==> src/rtl/btn_debounce_flap.sv <==
// Two-button debouncer for the flap game: 2-flop synchronizer plus one
// IDLE/WAIT_HI/HELD/WAIT_LO FSM per button, with registered level and press tick.
// Optional build macro BTN_AUTOREPEAT_EN adds a per-button auto-repeat tick while held.
module btn_debounce_flap #(
  parameter int unsigned DB_CYCLES     = 2000000,
  parameter int unsigned REPEAT_CYCLES = 25000000,
  parameter int unsigned CNT_W         = 25
) (
  input  logic       clk,
  input  logic       reset,
  input  logic [1:0] btn_raw,
  output logic [1:0] btn_db,
  output logic [1:0] btn_tick
);

  typedef enum logic [1:0] {StIdle, StWaitHi, StHeld, StWaitLo} state_e;

  localparam logic [CNT_W-1:0] DbLast = CNT_W'(DB_CYCLES - 1);
`ifdef BTN_AUTOREPEAT_EN
  localparam logic [CNT_W-1:0] RepLast = CNT_W'(REPEAT_CYCLES - 1);
`endif

  logic [1:0] sync_q;
  logic [1:0] btn_s;

  // Bring the asynchronous buttons into the clk domain.
  always_ff @(posedge clk or posedge reset) begin
    if (reset) begin
      sync_q <= 2'b00;
      btn_s  <= 2'b00;
    end else begin
      sync_q <= btn_raw;
      btn_s  <= sync_q;
    end
  end

  for (genvar i = 0; i < 2; i++) begin : g_bit
    state_e           state_q;
    logic [CNT_W-1:0] cnt_q;
    logic             db_q;
    logic             tick_q;
`ifdef BTN_AUTOREPEAT_EN
    logic [CNT_W-1:0] rep_q;
`endif

    // Debounce FSM; counter is cleared on every transition and compared before incrementing.
    always_ff @(posedge clk or posedge reset) begin
      if (reset) begin
        state_q <= StIdle;
        cnt_q   <= '0;
        db_q    <= 1'b0;
        tick_q  <= 1'b0;
`ifdef BTN_AUTOREPEAT_EN
        rep_q   <= '0;
`endif
      end else begin
        tick_q <= 1'b0;
        unique case (state_q)
          StIdle: begin
            if (btn_s[i]) begin
              state_q <= StWaitHi;
              cnt_q   <= '0;
            end
          end
          StWaitHi: begin
            if (!btn_s[i]) begin
              state_q <= StIdle;
              cnt_q   <= '0;
            end else if (cnt_q == DbLast) begin
              state_q <= StHeld;
              cnt_q   <= '0;
              db_q    <= 1'b1;
              tick_q  <= 1'b1;
`ifdef BTN_AUTOREPEAT_EN
              rep_q   <= '0;
`endif
            end else begin
              cnt_q <= cnt_q + 1'b1;
            end
          end
          StHeld: begin
            if (!btn_s[i]) begin
              state_q <= StWaitLo;
              cnt_q   <= '0;
            end
`ifdef BTN_AUTOREPEAT_EN
            // Repeat count survives a release bounce so a held button keeps its cadence.
            else if (rep_q == RepLast) begin
              tick_q <= 1'b1;
              rep_q  <= '0;
            end else begin
              rep_q <= rep_q + 1'b1;
            end
`endif
          end
          StWaitLo: begin
            if (btn_s[i]) begin
              state_q <= StHeld;
              cnt_q   <= '0;
            end else if (cnt_q == DbLast) begin
              state_q <= StIdle;
              cnt_q   <= '0;
              db_q    <= 1'b0;
            end else begin
              cnt_q <= cnt_q + 1'b1;
            end
          end
          default: begin
            state_q <= StIdle;
            cnt_q   <= '0;
            db_q    <= 1'b0;
          end
        endcase
      end
    end

    assign btn_db[i]   = db_q;
    assign btn_tick[i] = tick_q;
  end

endmodule

==> config.mk <==
export PLATFORM = sky130hd
export DESIGN_NAME = btn_debounce_flap
export DESIGN_NICKNAME = d
export VERILOG_FILES = /design/src/rtl/btn_debounce_flap.sv
export SDC_FILE = /design/constraint.sdc
export NUM_CORES = 1
export LEC_CHECK = 0
export ABC_CLOCK_PERIOD_IN_PS = 4100
export CAP_MARGIN = 25
export CORE_ASPECT_RATIO = 2
export CORE_UTILIZATION = 30
export DETAILED_ROUTE_END_ITERATION = 16
export PLACE_DENSITY = 0.5
export SETUP_SLACK_MARGIN = 0.1
export SLEW_MARGIN = 20
export SYNTH_ARGS = -nofsm -noshare
export SYNTH_HDL_FRONTEND = slang
export SYNTH_SLANG_ARGS = --single-unit
export TNS_END_PERCENT = 20
==> constraint.sdc <==
create_clock -name clk -period 4.1 [get_ports clk]
set_input_delay 0.615 -clock clk [delete_from_list [all_inputs] [get_ports clk]]
set_output_delay 0.615 -clock clk [all_outputs]
set_load 0.02 [all_outputs]
==> results.sh <==
export IMPL_yosysUniqueCellTypes=48
export IMPL_drtIter0Drc=54
export IMPL_antenna_found_initial=0
export IMPL_period_needed_ps=2290
export IMPL_grt_max_degree=33
export IMPL_drive_gt1_share_pct=10.2
export IMPL_worstMarginPinSlew_ps=953
export IMPL_maxCapViolations=0
export IMPL_peakVddDrop_mv=0.204
export IMPL_yosys_most_used_dff="dfrtp_1"
export IMPL_ctsHoldBuffers=0
export IMPL_cts_sinks=62
export IMPL_cts_setup_buffers=0
export IMPL_power_leakage_uw=0.00161
export IMPL_synth_seq_cells=62
export IMPL_crit_path_start="g_bit[1].cnt_q[9]"
export IMPL_slowest_stage="or4b_4"
export IMPL_status="finished clean"
export IMPL_firstDrtPassIters=5
export IMPL_numCtsBuffers=9
export IMPL_cpPeakStageDelay_ps=580
export IMPL_rsz0062_at_grt="no"
export IMPL_grt_overflow_total=0
export IMPL_diodes=0
export IMPL_cts_max_path_buffers=2
export IMPL_cts_root_buf="clkbuf_16"
export IMPL_endpoint_kind="flop"
export IMPL_drc_errors=0
export IMPL_place_hpwl_um=5760
export IMPL_htreeDepth=3
export IMPL_place_ws_ps=1840
export IMPL_reg2reg_depth=6
export IMPL_die_h_um=151
export IMPL_fmax_ghz=0.437
export IMPL_die_area_mm2=0.0116
export IMPL_power_density_mw_per_mm2=390
export IMPL_grt_pass1_wl_um=13300
export IMPL_setup_slack_ps=1810
export IMPL_drv_slew=0
export IMPL_finalPower_uw=1510
export IMPL_regToRegSetupSlack_ps=1810
export IMPL_avgSynthCellArea_um2=9.52
export IMPL_tns_ps=0
export IMPL_rows=54
export IMPL_io_buffers=7
export IMPL_routed_wirelength_um=7940
export IMPL_syn_area_mm2=0.00335
export IMPL_critical_path_class="flop to flop"
export IMPL_fillers=1085
export IMPL_start_kind="flop"
export IMPL_path_cells="or4b_4 -> nor4_4 -> a21oi_2 -> buf_4 -> a21o_1 -> a22o_1"
export IMPL_setup_violations=0
export IMPL_timing_rr_start="g_bit[1].cnt_q[9]"
export IMPL_ys_seq_area_share_pct=46.3
export IMPL_finalCritPeriodShare_pct=55.8
export IMPL_rr_endpoint="g_bit[1].cnt_q[10]"
export IMPL_critPathRequiredTime_ps=4320
export IMPL_vias_per_cell=5.39
export IMPL_core_area_mm2=0.0109
export IMPL_max_slew_margin_pct=35.9
export IMPL_start_util_pct=30.8
export IMPL_synth_area_leaders="dfrtp_1 (46%), nand3_1 (4.5%), a22o_1 (3.9%), a21oi_1 (3.7%), a31oi_1 (3.7%)"
export IMPL_regArea_mm2=0.00155
export IMPL_clock_skew_ps=8.09
export IMPL_synth_top_area_cell="dfrtp_1"
export IMPL_arrival_ps=2510
export IMPL_die_x_um=76.7
export IMPL_tritoncts="yes"
export IMPL_syn_inst=352
export IMPL_ant_nets=0
export IMPL_crit_end="g_bit[1].cnt_q[10]"
export IMPL_place_congestion=0.791
export IMPL_synth_edf_count=0
export IMPL_clk_latency_ps=330
export IMPL_multi_input_area_mm2=0.00164
export IMPL_vias=2712
export IMPL_clk_pin_slew_ps=50
export IMPL_cts_resized=0
export IMPL_yosys_warnings=0
export IMPL_async_flop_share_pct=100
export IMPL_hp_class="flop to flop"
export IMPL_first_global_vias=2728
export IMPL_crit_fanout=30
export IMPL_wl_per_cell_um=15.8
export IMPL_area_growth_pct=15.8
export IMPL_finalHoldViolCount=0
export IMPL_track_usage_pct=14.9
export IMPL_synth_top_area_share_pct=46.3
export IMPL_synthesis_nets=358
export IMPL_ios=8
export IMPL_nets=364
state kept, by name, indices dropped and copies added, names as in the netlist, named ones only:
signal	cells
g_bit.cnt_q	50
sync_q	2
btn_s	2
g_bit.tick_q	2
g_bit.state_q	2
g_bit.db_q	2
report_power, final:
group | switching (uW) | internal, uW | leakage (uW)
logic | 48.3 | 25.2 | 0.000604
registers | 11.2 | 623 | 0.000849
clock network | 270 | 534 | 0.000162
total | 330 | 1180 | 0.00161
kinds of logic (layout without fill, tap and decap cells):
logic type / after synthesis / in the layout / synth area share (%)
adders and majority gates: 2 / 2 / 0.747
AOI/OAI and AO/OA: 95 / 95 / 18.2
muxes: 7 / 7 / 2.17
xor gates and xnor gates: 8 / 8 / 2.09
and+or+nand+nor: 145 / 145 / 25.7
DFF: 62 / 62 / 46.3
buffers and inverters: 33 / 44 / 4.78
layer usage:
layer	share of wire (%)	track usage, %	vias up	routed length, um
met5	0	0	-	0
met4	2.4	7.12	0	191
met3	2.0	2.89	17	160
met2	57	29.1	36	4520
met1	39	14.6	1331	3060
li1	-	-	1328	-
cell usage in the layout, fill, tap and decap left out, types with 4 or more instances in the layout:
master,netlist,final
a21o_1,6,6
a21oi_1,25,25
a22o_1,15,15
a31oi_1,20,20
and2_1,4,4
and3_1,8,8
buf_4,4,4
clkbuf_16,0,9
clkbuf_8,0,4
clkdlybuf4s50_1,0,7
dfrtp_1,62,62
inv_1,14,13
mux2i_1,5,5
nand2_1,28,28
nand2b_1,6,6
nand3_1,30,30
nand4_1,16,16
nor2_1,12,12
nor3_1,8,8
nor4_1,4,4
nor4_4,4,4
o21ai_0,17,17
or3_1,7,7
xnor2_1,4,4
xor2_1,4,4
layout make-up:
type	count	area share, %
repair buffers	14	3.68
flip-flops and latches	62	40.0
multi-input cells	257	42.2
well taps	140	4.51
clock inverters	3	1.03
inverters	14	1.35
clock buffers	13	7.22
worst min path at each step:
stage | from | to | slack (ps) | cells past startpoint
6_report | sync_q[0] | btn_s[0] | 360 | 0
5_1_grt | sync_q[0] | btn_s[0] | 360 | 0
4_1_cts | sync_q[0] | btn_s[0] | 360 | 0
3_5_place_dp | sync_q[1] | btn_s[1] | 350 | 0
3_3_place_gp | sync_q[1] | btn_s[1] | 330 | 0
2_1_floorplan | sync_q[0] | btn_s[0] | 330 | 0
synth_stat cells, types with 4 or more instances:
cell type	count
nand2b_1	6
nand4_1	16
and2_1	4
dfrtp_1	62
nor2_1	12
nand3_1	30
nor4_4	4
a22o_1	15
a31oi_1	20
inv_1	14
o21ai_0	17
nand2_1	28
or3_1	7
xnor2_1	4
and3_1	8
a21o_1	6
nor4_1	4
buf_2	4
buf_4	4
nor3_1	8
mux2i_1	5
clkbuf_1	8
xor2_1	4
a21oi_1	25
through the flow:
stage	std cells	cell area, um2	utilization, %	hold slack [ps]
2_1_floorplan	352	3350	-	331
3_3_place_gp	484	3520	32.3	335
3_5_place_dp	487	3560	32.7	346
4_1_cts	503	3880	35.7	356
5_1_grt	503	3880	35.7	364
6_report	503	3880	35.7	355
critical path: cells and delay by family (launching register included):
| family | cells | cell delay, ps |
|---|---|---|
| AND/OR/NAND/NOR | 2 | 880 |
| AO/OA/AOI/OAI | 3 | 580 |
| flip-flops | 1 | 440 |
| buffers and inverters | 1 | 270 |
(Power assumes the default switching activity.)
